<file path="config.mk">
export PLATFORM = sky130hd
export DESIGN_NAME = systolic_edge_feeder_flat
export DESIGN_NICKNAME = d
export VERILOG_FILES = /design/src/rtl/systolic_edge_feeder_if.sv /design/src/rtl/systolic_edge_feeder.sv /design/src/flat_wrapper.sv
export SDC_FILE = /design/constraint.sdc
export NUM_CORES = 1
export LEC_CHECK = 0
export ABC_AREA = 1
export CAP_MARGIN = 20
export CORE_UTILIZATION = 50
export CTS_BUF_LIST = sky130_fd_sc_hd__clkbuf_2
export DETAILED_ROUTE_END_ITERATION = 8
export PLACE_DENSITY = 0.81
export SLEW_MARGIN = 20
export SYNTH_ARGS = -nofsm -noshare
export SYNTH_HDL_FRONTEND = slang
export SYNTH_SLANG_ARGS = --single-unit
</file>
<file path="constraint.sdc">
create_clock -name clk -period 2.6 [get_ports clk]
set_clock_uncertainty 0.1 [all_clocks]
set_input_delay 0.39 -clock clk [delete_from_list [all_inputs] [get_ports clk]]
set_output_delay 0.39 -clock clk [all_outputs]
set_load 0.005 [all_outputs]
</file>
<file path="src/rtl/systolic_edge_feeder_if.sv">
// Handshake and edge bus for systolic_edge_feeder.
// FEEDER_STALL_CNT_EN adds the stall_cnt observation signal.
interface systolic_edge_feeder_if #(
  parameter int ROWS    = 4,
  parameter int COLS    = 4,
  parameter int WIDTH_A = 16,
  parameter int WIDTH_B = 16,
  parameter int KW      = 8
);
  logic                      start;
  logic [KW-1:0]             k_len;
  logic                      in_valid;
  logic                      in_ready;
  logic [ROWS*WIDTH_A-1:0]   in_a;
  logic [COLS*WIDTH_B-1:0]   in_b;
  logic [ROWS*WIDTH_A-1:0]   out_west;
  logic [COLS*WIDTH_B-1:0]   out_north;
  logic                      busy;
  logic                      tile_done;
`ifdef FEEDER_STALL_CNT_EN
  logic [15:0]               stall_cnt;
`endif

  modport master (
    output start, k_len, in_valid, in_a, in_b,
    input  in_ready, out_west, out_north, busy, tile_done
`ifdef FEEDER_STALL_CNT_EN
    , input stall_cnt
`endif
  );

  modport slave (
    input  start, k_len, in_valid, in_a, in_b,
    output in_ready, out_west, out_north, busy, tile_done
`ifdef FEEDER_STALL_CNT_EN
    , output stall_cnt
`endif
  );
endinterface

</file>
<file path="src/rtl/systolic_edge_feeder.sv">
// West/north edge feeder for a ROWS x COLS systolic array: diagonal skew, zero drain, tile_done pulse.
// Optional FEEDER_STALL_CNT_EN adds a saturating count of idle STREAM cycles.
module systolic_edge_feeder #(
  parameter int ROWS        = 4,
  parameter int COLS        = 4,
  parameter int WIDTH_A     = 16,
  parameter int WIDTH_B     = 16,
  parameter int KW          = 8,
  parameter int EXTRA_DRAIN = 2
) (
  input  logic                   clk,
  input  logic                   rst_n,
  systolic_edge_feeder_if.slave  bus
);

  localparam int DRAIN_LEN = ROWS + COLS - 1 + EXTRA_DRAIN;
  localparam int DW        = (DRAIN_LEN > 1) ? $clog2(DRAIN_LEN) : 1;

  typedef enum logic [1:0] {
    S_IDLE,
    S_STREAM,
    S_DRAIN,
    S_DONE
  } state_e;

  state_e        state_q, state_d;
  logic [KW-1:0] k_len_q, k_len_d;
  logic [KW-1:0] k_cnt_q, k_cnt_d;
  logic [DW-1:0] d_cnt_q, d_cnt_d;
  logic          in_ready;
  logic          busy;
  logic          tile_done;
  logic          accept;

  assign accept = bus.in_valid && in_ready;

  always_ff @(posedge clk) begin
    if (!rst_n) begin
      state_q <= S_IDLE;
      k_len_q <= '0;
      k_cnt_q <= '0;
      d_cnt_q <= '0;
    end else begin
      state_q <= state_d;
      k_len_q <= k_len_d;
      k_cnt_q <= k_cnt_d;
      d_cnt_q <= d_cnt_d;
    end
  end

  always_comb begin
    state_d   = state_q;
    k_len_d   = k_len_q;
    k_cnt_d   = k_cnt_q;
    d_cnt_d   = d_cnt_q;
    in_ready  = 1'b0;
    busy      = 1'b1;
    tile_done = 1'b0;
    unique case (state_q)
      S_IDLE: begin
        busy = 1'b0;
        if (bus.start) begin
          k_len_d = bus.k_len;
          k_cnt_d = '0;
          d_cnt_d = '0;
          state_d = (bus.k_len != '0) ? S_STREAM : S_DRAIN;
        end
      end
      S_STREAM: begin
        in_ready = 1'b1;
        if (accept) begin
          k_cnt_d = k_cnt_q + KW'(1);
          if (k_cnt_q == k_len_q - KW'(1)) begin
            d_cnt_d = '0;
            state_d = S_DRAIN;
          end
        end
      end
      S_DRAIN: begin
        d_cnt_d = d_cnt_q + DW'(1);
        if (d_cnt_q == DW'(DRAIN_LEN - 1)) begin
          state_d = S_DONE;
        end
      end
      S_DONE: begin
        tile_done = 1'b1;
        state_d   = S_IDLE;
      end
      default: state_d = S_IDLE;
    endcase
  end

  assign bus.in_ready  = in_ready;
  assign bus.busy      = busy;
  assign bus.tile_done = tile_done;

  // Lane i is i+1 stages deep; a non-accept cycle shifts a zero bubble in on both edges alike.
  for (genvar i = 0; i < ROWS; i++) begin : g_west
    localparam int DEPTH = i + 1;
    logic [DEPTH*WIDTH_A-1:0] sr_q;
    logic [WIDTH_A-1:0]       inj;

    assign inj = accept ? bus.in_a[i*WIDTH_A +: WIDTH_A] : '0;

    if (DEPTH == 1) begin : g_d1
      always_ff @(posedge clk) begin
        if (!rst_n) sr_q <= '0;
        else        sr_q <= inj;
      end
    end else begin : g_dn
      always_ff @(posedge clk) begin
        if (!rst_n) sr_q <= '0;
        else        sr_q <= {sr_q[(DEPTH-1)*WIDTH_A-1:0], inj};
      end
    end

    assign bus.out_west[i*WIDTH_A +: WIDTH_A] = sr_q[DEPTH*WIDTH_A-1 -: WIDTH_A];
  end

  for (genvar j = 0; j < COLS; j++) begin : g_north
    localparam int DEPTH = j + 1;
    logic [DEPTH*WIDTH_B-1:0] sr_q;
    logic [WIDTH_B-1:0]       inj;

    assign inj = accept ? bus.in_b[j*WIDTH_B +: WIDTH_B] : '0;

    if (DEPTH == 1) begin : g_d1
      always_ff @(posedge clk) begin
        if (!rst_n) sr_q <= '0;
        else        sr_q <= inj;
      end
    end else begin : g_dn
      always_ff @(posedge clk) begin
        if (!rst_n) sr_q <= '0;
        else        sr_q <= {sr_q[(DEPTH-1)*WIDTH_B-1:0], inj};
      end
    end

    assign bus.out_north[j*WIDTH_B +: WIDTH_B] = sr_q[DEPTH*WIDTH_B-1 -: WIDTH_B];
  end

`ifdef FEEDER_STALL_CNT_EN
  logic [15:0] stall_q, stall_d;

  always_comb begin
    stall_d = stall_q;
    if (state_q == S_IDLE && bus.start) begin
      stall_d = '0;
    end else if (state_q == S_STREAM && !bus.in_valid && stall_q != '1) begin
      stall_d = stall_q + 16'd1;
    end
  end

  always_ff @(posedge clk) begin
    if (!rst_n) stall_q <= '0;
    else        stall_q <= stall_d;
  end

  assign bus.stall_cnt = stall_q;
`endif

endmodule

</file>
<file path="src/flat_wrapper.sv">
// flat-port wrapper written by rule: the top's interface ports become plain ports
module systolic_edge_feeder_flat 
#(
  parameter int ROWS        = 4,
  parameter int COLS        = 4,
  parameter int WIDTH_A     = 16,
  parameter int WIDTH_B     = 16,
  parameter int KW          = 8,
  parameter int EXTRA_DRAIN = 2
)
  (clk, rst_n, bus_start, bus_k_len, bus_in_valid, bus_in_a, bus_in_b, bus_in_ready, bus_out_west, bus_out_north, bus_busy, bus_tile_done);
  systolic_edge_feeder_if #(.ROWS(ROWS), .COLS(COLS), .WIDTH_A(WIDTH_A), .WIDTH_B(WIDTH_B), .KW(KW)) bus_i ();
  input  logic clk;
  input  logic rst_n;
  input wire logic [$bits(bus_i.start)-1:0] bus_start;
  input wire logic [$bits(bus_i.k_len)-1:0] bus_k_len;
  input wire logic [$bits(bus_i.in_valid)-1:0] bus_in_valid;
  input wire logic [$bits(bus_i.in_a)-1:0] bus_in_a;
  input wire logic [$bits(bus_i.in_b)-1:0] bus_in_b;
  output wire logic [$bits(bus_i.in_ready)-1:0] bus_in_ready;
  output wire logic [$bits(bus_i.out_west)-1:0] bus_out_west;
  output wire logic [$bits(bus_i.out_north)-1:0] bus_out_north;
  output wire logic [$bits(bus_i.busy)-1:0] bus_busy;
  output wire logic [$bits(bus_i.tile_done)-1:0] bus_tile_done;
  assign bus_i.start = bus_start;
  assign bus_i.k_len = bus_k_len;
  assign bus_i.in_valid = bus_in_valid;
  assign bus_i.in_a = bus_in_a;
  assign bus_i.in_b = bus_in_b;
  assign bus_in_ready = bus_i.in_ready;
  assign bus_out_west = bus_i.out_west;
  assign bus_out_north = bus_i.out_north;
  assign bus_busy = bus_i.busy;
  assign bus_tile_done = bus_i.tile_done;
  systolic_edge_feeder #(.ROWS(ROWS), .COLS(COLS), .WIDTH_A(WIDTH_A), .WIDTH_B(WIDTH_B), .KW(KW), .EXTRA_DRAIN(EXTRA_DRAIN)) u_core (.clk(clk), .rst_n(rst_n), .bus(bus_i));
endmodule
</file>
# [Yosys cells after proc, flatten, opt, wreduce, memory -nomap -nowiden]
# Index checks and enable logic that the tools add are counted.
[classes] addsub=3 n_eq_ne=9 mux=16 reduce_logical=10
[ops] operator="2-to-1 mux 8 bit" n=2
[ops] operator="one-hot mux 8 bit (2 select lines)" n=1
[ops] operator="2-to-1 mux 4 bit" n=3
[ops] operator="one-hot mux 4 bit (3 select lines)" n=1
[ops] operator="2-to-1 mux 2 bit" n=5
[ops] operator="adder 8 x 1 -> 8 bit, second input constant" n=1
[ops] operator="equality test 8 bit" n=1
[ops] operator="one-hot mux 2 bit (4 select lines)" n=1
[ops] operator="AND reduction 4 bit" n=2
[ops] operator="nonzero test 8 bit" n=1
[ops] operator="subtractor 8 x 1 -> 8 bit, second input constant" n=1
[ops] operator="!= test 2 x 1 -> 1 bit, second input constant" n=3
[ops] operator="adder 4 x 1 -> 4 bit, second input constant" n=1
[ops] operator="equality test 2 bit, second input constant" n=2
[ops] operator="equality test 4 bit, second input constant" n=1
[ops] operator="AND reduction 2 bit" n=2
[ops] operator="2-to-1 mux 1 bit" n=3
[ops] operator="AND reduction 3 bit" n=1
[ops] operator="nonzero test 3 bit" n=1
[ops] operator="equality test 2 x 1 -> 1 bit, second input constant" n=1
[ops] operator="zero test 2 bit" n=1
[ops] operator="!= test 2 bit, second input constant" n=1
[ops] operator="nonzero test 2 bit" n=1
[ops] operator="logical AND 1 bit" n=1
[totals] register_bits=342 output_inout_bits=131

# [Logic depth before layout (Yosys ltp)]
[depth] depth_word=5 depth_mapped=15 ltp_nobuf=15

# [Least setup slack after synthesis]
# No wires, ideal clock.
[synth_path] path_type="register -> register" start="reg u_core.state_q[1]" end="reg u_core.k_cnt_q[7]" setup_time_ns=0.122 arrival_ns=1.576 t_required_ns=2.378 path_slack_ns=0.802 path_stages_with_launch=11 path_buffers=0 cell_sequence="dfxtp_1 > inv_1 > ha_1 > nand2_1 > nand2_2 > a21oi_4 > nand2_2 > nor2_2 > nand3_1 > nor3_1 > nor3b_2"
[synth_between] elab_chain_cells=5 elab_cells_between_ends=9 classes_between="eq/ne: 3; mux: 2; reduce/logical: 4"
[synth_lines] element="start: declaration" line_no="systolic_edge_feeder.sv:26" text="state_e state_q, state_d;"
[synth_lines] element="start signal: assignment" line_no="systolic_edge_feeder.sv:44" text="state_q <= state_d;"
[synth_lines] element="equality test 2 x 1 -> 1 bit" line_no="systolic_edge_feeder.sv:59" text="unique case (state_q)"
[synth_lines] element="2-to-1 mux 1 bit" line_no="systolic_edge_feeder.sv:59"
[synth_lines] element="via bus_in_ready" line_no="flat_wrapper.sv:20" text="output wire logic [$bits(bus_i.in_ready)-1:0] bus_in_ready;"
[synth_lines] element="logical AND 1 bit" line_no="systolic_edge_feeder.sv:35" text="assign accept = bus.in_valid && in_ready;"
[synth_lines] element="!= test 2 x 1 -> 1 bit (no line)"
[synth_lines] element="AND reduction 3 bit (no line)"
[synth_lines] element="end signal: assignment" line_no="systolic_edge_feeder.sv:46" text="k_cnt_q <= k_cnt_d;"
[synth_lines] element="end: declaration" line_no="systolic_edge_feeder.sv:28" text="logic [KW-1:0] k_cnt_q, k_cnt_d;"
# The timed path passes the listed nets, and every way through them passes these cells.
# A chain may end at the register's enable or synchronous reset.

# [Final worst setup path]
[layout_path] start="reg u_core.state_q[0]" end="out bus_in_ready"
[layout_between] elab_chain_cells=2
[layout_lines] element="equality test 2 x 1 -> 1 bit" line_no="systolic_edge_feeder.sv:59"
[layout_lines] element="2-to-1 mux 1 bit" line_no="systolic_edge_feeder.sv:59"
[layout_lines] element="end: declaration" line_no="flat_wrapper.sv:20"
# Every way passes these cells.

==> flow_summary.ini <==
[job]
max_cap_viol_count = 0

[floorplan]
dieArea_um2 = 22750
die_w_um = 150.8
initial_core_util = 0.5090
fp.dieH_um = 150.8
coreArea_um2 = 21760
rows = 54
ioPinCount = 271

[sta]
tns_ns = 0
rsz0062_at_grt = false
relSlewSlack = 0.3529
finalSetupViolations = 0
max_slew.worst_pin.slew_ns = 0.9707
fin_ws_ns = 0.1754
fmax_mhz = 412.4
timing_hold_violations_final = 0
min_period_ns = 2.425
slew_viol_final = 0
period_share = 0.9325

[synthesis]
synth_top_area_frac = 0.6183
synth_fp_nets = 1448
yosys_warnings = 0
synth_common_cells = inv_1, dfxtp_1, nand2_1
synth.most_common_cell = inv_1
synthArstFlopShare = 0
synth_cell_types = 29
synth_area_per_cell_um2 = 8.524
ys_seq_elements = 342
synth_ff_type = dfxtp_1
synth-edff-count = 0
synthTopCellsByArea = dfxtp_1, inv_1, nand2_1
synth_top_cell_by_area = dfxtp_1
synth_area_um2 = 11070
ys_seq_area_frac = 0.6183
syn_inst = 1299

[clock_tree]
ctsLongestPathBuffers = 3
cts_root_buffer = clkbuf_2
clkLatencyLatePin_ns = 0.81
clkSlewWorstSetupHoldPaths_ns = 0.10
cts_tree = yes
cts-htree-levels = 3
numCtsBuffers = 84
clock_sinks = 342

[layout]
area_growth_pct = 39.34
nets = 1807
final_area_um2 = 15430
drive_above_1_share = 0.09591
final_util = 0.7092

[pwr]
combPwrFrac = 0.145
p_sw_frac = 0.2734
ir_drop_uv = 405.4
power_frac_seq = 0.530
power_leakage_nw = 8.370
cell_internal_pwr_mw = 7.715
clkPwrFrac = 0.326
p_per_area_nw_per_um2 = 688.1
power.switching_mw = 2.903

[global_routing]
antenna_found_initial = 2
grtUsageTotal = 0.2125
grt_pass1_vias = 8433
grt_pass1_wl_um = 37730
met2_usage = 0.4037
grt_max_degree = 201
met3_usage = 0.07018
met1_usage = 0.2068
gr-total-overflow = 0
top_usage_layer = met2

[run_status]
outcome = completed

[detailed_routing]
dr.first_iter.drc_count = 261
route.detailed.wl_per_inst_um = 12.20
viasPerCell = 4.199
finalWirelength_um = 24300
vias = 8365
first_pass_iters = 4
ant_nets = 0
drc = 0

[worst_setup_path]
cp_slowest_stage_delay_ns = 0.51
start_kind = flip-flop
crit_type = flip-flop to output port
crit_path_top_delay_cell = clkdlybuf4s50_1
critPathArrivalTime_ns = 1.93
end_kind = output port
cp.required_ns = 2.11
crit_chain = buf_4 > ha_4 > clkdlybuf4s50_1
critPathMaxFanout = 4

[place]
placed_area_um2 = 13350
dp_slack_ns = 0.4217
dpl.hpwl_um = 13080
place_congestion = 0.7913
io_buffers = 270

[min_path]
hp-class = input pin to flip-flop
[worst max-delay path: cells and delay by family (launching register included)]
kind	cells	cell delay [ns]
buffers and inverters	2	0.63
DFF	1	0.35
adders and majority gates	1	0.14
[path summary, 6_finish.rpt]
kind / from / endpoint / slack (ns) / cells after the start
max: u_core.state_q[0] / bus_in_ready / 0.18 / 3
min: bus_k_len[7] / u_core.k_len_q[7] / 0.13 / 3
max reg2reg: u_core.state_q[0] / u_core.k_cnt_q[7] / 0.61 / 11
min reg2reg: u_core.g_north[3].sr_q[18] / u_core.g_north[3].sr_q[34] / 0.30 / 2
[through the flow]
| step | cells | hold WS [ns] | power (mW) |
|---|---|---|---|
| after detailed placement | 1720 | 0.2959 | 7.032 |
| after global placement | 1720 | 0.2913 | 6.972 |
| after CTS | 1988 | 0.04561 | 10.66 |
| after global routing | 1992 | 0.05646 | 11.20 |
| final | 1992 | 0.1349 | 10.62 |
| after floorplan | 1299 | 0.2905 | 6.480 |
[kinds of logic (layout without fill, tap and decap cells)]
kind of cell,Yosys count,count (layout),synth area share
other cells,0,2,0
buf+inv,485,896,0.1969
xor+xnor,7,7,0.005537
flops,342,342,0.6183
simple gates,422,422,0.1522
fa+ha+maj,9,9,0.01017
compound gates,34,34,0.01684
[registers in the layout, indices dropped and copies added, names as in the netlist]
register             count
u_core.d_cnt_q           4
u_core.g_north.sr_q    160
u_core.g_west.sr_q     160
u_core.k_cnt_q           8
u_core.k_len_q           8
u_core.state_q           2
[placed cells by master, fill, tap and decap left out, types with 2 or more instances in the layout]
master,n
ha_1,7
clkinv_1,9
nand3b_1,2
nand2_2,5
a21oi_1,17
dfxtp_1,340
o21ai_0,13
clkbuf_2,121
clkdlybuf4s50_1,267
dfxtp_2,2
buf_12,3
clkinv_4,3
clkinv_2,2
inv_1,346
bufinv_16,2
nand2_1,233
nor2_1,148
nor3_1,4
nand3_1,17
diode_2,2
nor4_1,2
xor2_1,4
nor2_2,5
inv_2,6
buf_4,4
dlygate4sd3_1,129
xnor2_1,3
[per-layer routing]
layer  part of all wire  wire length [µm]
met5                  0                 0
met4              0.023               558
met3              0.062              1507
met2               0.54             13090
met1               0.38              9146
[power by group through the flow]
stage,clock (mW),combinational [mW],sequential (mW)
5_1_grt,3.85,1.69,5.66
3_3_place_gp,0,1.25,5.73
4_1_cts,3.55,1.49,5.61
3_5_place_dp,0,1.30,5.74
2_1_floorplan,0,0.766,5.71
6_report,3.46,1.54,5.62
[cell type report]
type	instances	area (µm²)
Antenna cell	2	5.005
Tap cell	280	350.3
Clock inverter	17	138.9
Fill cell	1492	6326
Sequential cell	342	6849
Timing Repair Buffer	406	4086
Clock buffer	121	605.6
Inverter	352	1321
Multi-Input combinational cell	472	2073
[what timing repair did]
item,in CTS,in global routing
endpoints found under the setup margin,2,2
pin swaps,0,1
buffers inserted,1,2
endpoints found under the hold margin,138,0
hold buffers,129,0
resized for setup,7,2
(Power assumes the default switching activity.)
==> edit 1, RTL diff (same settings) <==
The 4 states of `state_e` get a Gray code encoding in 2 bits.
--- a/src/rtl/systolic_edge_feeder.sv
+++ b/src/rtl/systolic_edge_feeder.sv
@@ -18,8 +18,8 @@
 
   typedef enum logic [1:0] {
-    S_IDLE,
-    S_STREAM,
-    S_DRAIN,
-    S_DONE
+    S_IDLE   = 2'b00,
+    S_STREAM = 2'b01,
+    S_DRAIN  = 2'b11,
+    S_DONE   = 2'b10
   } state_e;
 
Behaviour: same outputs for any inputs over 10 cycles, from zero or initial values and one cycle with rst_n low; not proved beyond that.
==> edit 1 against the unedited design <==
- routed wire length is 3.1% higher
- final cell count decreased by 0.80%
- synthesized area down 1.0%
- total power down 11%
- worst setup slack better by 0.011 ns
- cell area fell by 1.6%
- sequential cell count is the same
- synthesized cell count down 0.62%
- highest routed layer unchanged
- global-route usage grew 1.4 points
==> edit 1: results (changes against the unedited design) <==
| Metric | Value |
|---|---|
| Wirelength, routed | 25100 um (+3.1%) |
| # hold bufs at CTS | 125 (-3.1%) |
| Die X | 150 um (-0.51%) |
| Reg area | 6850 sq um (about the same) |
| Fin Hold WS | 0.102 ns (-0.0333 ns) |
| Crit path max fanout | 5 (+1) |
| Post-layout net count | 1785 (-1.2%) |
| Internal Power | 0.00701 W (-9.1%) |
| Placed Cells | 1707 (-0.76%) |
| Relative slew slack | 65.4% (+30 points) |
| Final-layout clock-cell area share | 4.67% (-0.16 points) |
| Vias in the first global route | 8734 (+3.6%) |
| Grt met3 use | 7.65% (+0.63 points) |
| Skew-Pair Late Insertion Delay | 0.83 ns (+0.02 ns) |
| Post-synthesis adder-cell area fraction | 0.457% (-0.56 points) |
| Flip-flop and latch count | 342 (unchanged) |
| Vias per cell | 4.23 (+0.70%) |
| Synth Area in XOR/XNOR | 0.240% (-0.31 points) |
| Seq/Total Area, Yosys | 62.5% (+0.64 points) |
| Setup WS pre-CTS | 0.414 ns (-0.00773 ns) |
| Met1 usage | 22.4% (+1.7 points) |
| Status | finished clean |
| Clock transition at the registers of the reported paths | 0.08 ns (-0.02 ns) |
| Wl on met1 | 9360 um (+2.3%) |
| Synth Area in Compound Gates | 1.56% (-0.12 points) |
| Reg2reg path depth | 14 (+3) |
| Post-CTS resize count | 0 (-7) |
| Postcts setup bufs | 0 (-1) |
| Syn Nets | 1435 (-0.90%) |
| Tot GR Track Use | 22.7% (+1.4 points) |
| Iteration-0 DRC Markers | 347 (+33%) |
| Peak supply drop | 0.000368 V (-9.1%) |
| Finished Layout Cells | 1976 (-0.80%) |
| Pin count of the biggest net entering global routing | 108 (-46%) |
edit 1: cell count changes after synthesis, sizes merged, moves of 2 or more:
cell and delta:
buf +9, clkbuf -9, nand2 +7, nand3 -6, ha -5, inv -5, a21oi +2, nor2 +2
or2 +2, xnor2 -2, xor2 -2
edit 1: power groups by stage:
| stage | registers (W) | logic (W) | clock network [W] |
|---|---|---|---|
| 6_report | 0.00537 | 0.000780 | 0.00330 |
| 5_1_grt | 0.00538 | 0.000853 | 0.00374 |
| 4_1_cts | 0.00537 | 0.000756 | 0.00336 |
| 3_5_place_dp | 0.00549 | 0.000599 | 0 |
| 3_3_place_gp | 0.00549 | 0.000584 | 0 |
| 2_1_floorplan | 0.00548 | 0.000279 | 0 |
==> edit 2, RTL diff (same flow settings) <==
Made on the original files. `COLS` is set to 4 in 3 places; all go to 8.
--- a/src/rtl/systolic_edge_feeder_if.sv
+++ b/src/rtl/systolic_edge_feeder_if.sv
@@ -3,5 +3,5 @@
 interface systolic_edge_feeder_if #(
   parameter int ROWS    = 4,
-  parameter int COLS    = 4,
+  parameter int COLS    = 8,
   parameter int WIDTH_A = 16,
   parameter int WIDTH_B = 16,
--- a/src/rtl/systolic_edge_feeder.sv
+++ b/src/rtl/systolic_edge_feeder.sv
@@ -3,5 +3,5 @@
 module systolic_edge_feeder #(
   parameter int ROWS        = 4,
-  parameter int COLS        = 4,
+  parameter int COLS        = 8,
   parameter int WIDTH_A     = 16,
   parameter int WIDTH_B     = 16,
--- a/src/flat_wrapper.sv
+++ b/src/flat_wrapper.sv
@@ -3,5 +3,5 @@
 #(
   parameter int ROWS        = 4,
-  parameter int COLS        = 4,
+  parameter int COLS        = 8,
   parameter int WIDTH_A     = 16,
   parameter int WIDTH_B     = 16,
Ports: changed (resized bus_in_b and bus_out_north); port bits go from 271 to 399. No check against the original RTL was run, so the function may have changed too.
==> edit 2 against the unedited design <==
- the flow now finishes with violations (DRC, setup timing)
- routed wire length grew to 3.2 times the old value
- total power grew 120%
- cell area grew 120%
- via count grew 140%
- count of clock-buffer cells in the layout grew 137
- core utilization grew 4.2 points
- sequential cell count grew 416
- synthesized area grew 110%
- critical path depth shrank 2
- worst setup slack lost 0.45 ns
==> edit 2: results (changes against the unedited design) <==
| Metric | Value |
|---|---|
| Max Used Layer | met4 |
| Wire length on met2 | 39500 um (+200%) |
| Clock Power | 0.00815 W (+140%) |
| Violated checks | DRC, setup timing |
| Power share of the combinational group | 13.1% (-1.4 points) |
| Post-synthesis adder-cell area fraction | 0.486% (-0.53 points) |
| Worst min-delay path category | reg -> reg |
| Pleak | 20.3 nW (+140%) |
| Vias per cell | 4.59 (+9.4%) |
| Status | finished with violations |
| Wirelength, routed | 77200 um (+220%) |
| Switching Share | 28.8% (+1.5 points) |
| Clock network power share | 34.7% (+2.1 points) |
| Number of buffers created by CTS | 178 (+110%) |
| Slowest cell on the critical path | dfxtp_1 |
| DRC | 1 (+1) |
| Vias in the first global route | 21800 (+160%) |
| Clock transition at the registers of the reported paths | 0.14 ns (+0.04 ns) |
| Area contributors post-synth | dfxtp_1 65%, inv_1 12%, nand2_1 9.6% |
| Skew-Pair Late Insertion Delay | 1.36 ns (+0.55 ns) |
| Setup_tns | -0.539 ns (-0.539 ns) |
| Routed met3 length | 6240 um (+310%) |
| Post-layout net count | 3828 (+110%) |
| Met1 usage | 27.9% (+7.2 points) |
| Port Buf Inserts | 398 (+47%) |
| Share of cells above drive strength 1 | 10.5% (+0.95 points) |
| Initial antenna violation count | 13 (+11) |
| Worst path arrival time | 2.39 ns (+0.46 ns) |
| Wirelength per Cell | 17.7 um (+45%) |
| Seq/Total Area, Yosys | 65.5% (+3.6 points) |
| Tot GR Track Use | 31.8% (+11 points) |
| Commonest cells in the netlist | 760 x inv_1, 758 x dfxtp_1, 595 x nand2_1, 208 x nor2_1, 160 x buf_4 |
| Crit path max-delay family | flip-flops |
| DR pass1 iterations | 9 (+5) |
| # hold bufs at CTS | 601 (+370%) |
| Setup violations, final | 5 (+5) |
| Syn Nets | 2872 (+98%) |
| Hold depth | 2 (-1) |
| Synth Area in Compound Gates | 0.729% (-0.96 points) |
| GPL Wtd Cong | 0.838 (+5.9%) |
| Fin worst setup slack | -0.277 ns (-0.452 ns) |
| Crit path max fanout | 1 (-3) |
| Pin count of the biggest net entering global routing | 134 (-33%) |
| Iteration-0 DRC Markers | 1388 (+430%) |
| Postcts setup bufs | 7 (+6) |
| Reg2reg path depth | 10 (-1) |
| Worst Max-Slew Pin Slew | 0.851 ns (-0.120 ns) |
| Wl on met1 | 24800 um (+170%) |
| Post-DP HPWL | 26800 um (+100%) |
| Grt met3 use | 11.0% (+4.0 points) |
| Placed Cells | 3421 (+99%) |
| Area post-placement | 26500 sq um (+99%) |
| Yosys cell types | 24 (-17%) |
| Slowest stage delay, CP | 0.56 ns (+0.05 ns) |
| GRT met2 Usage | 57.3% (+17 points) |
| H-tree depth | 4 (+1) |
| Synth Area in XOR/XNOR | 0.264% (-0.29 points) |
| Setup WS pre-CTS | 0.415 ns (-0.00661 ns) |
| Mean post-synth cell area | 8.72 sq um (+2.3%) |
| First-pass GRT wire length | 114000 um (+200%) |
[edit 2: cell count changes after synthesis, sizes merged, moves of 2 or more]
cell    change
nand3       +5
clkbuf     +29
inv       +414
nand2     +361
dfxtp     +416
buf        +82
nand3b      -2
nor2       +60
[edit 2: layout make-up]
| cell class | count | area [sq um] |
|---|---|---|
| fillers | 2561 | 11400 |
| diodes | 14 | 35.0 |
| flip-flops and latches | 758 | 15200 |
| clock buffers | 258 | 1290 |
| inverters | 765 | 2880 |
| clock inverters | 44 | 325 |
| repair buffers | 1020 | 10000 |
| well taps | 600 | 751 |
| multi-input cells | 892 | 3670 |
[edit 2: path summary, 6_finish.rpt]
path | from | endpoint | slack (ns)
setup reg to reg | u_core.state_q[0] | u_core.k_len_q[5] | -0.07
setup / recovery | u_core.g_north[1].sr_q[24] | bus_out_north[24] | -0.28
hold / removal | u_core.g_north[4].sr_q[49] | u_core.g_north[4].sr_q[65] | 0.25
hold reg to reg | u_core.g_north[4].sr_q[49] | u_core.g_north[4].sr_q[65] | 0.25
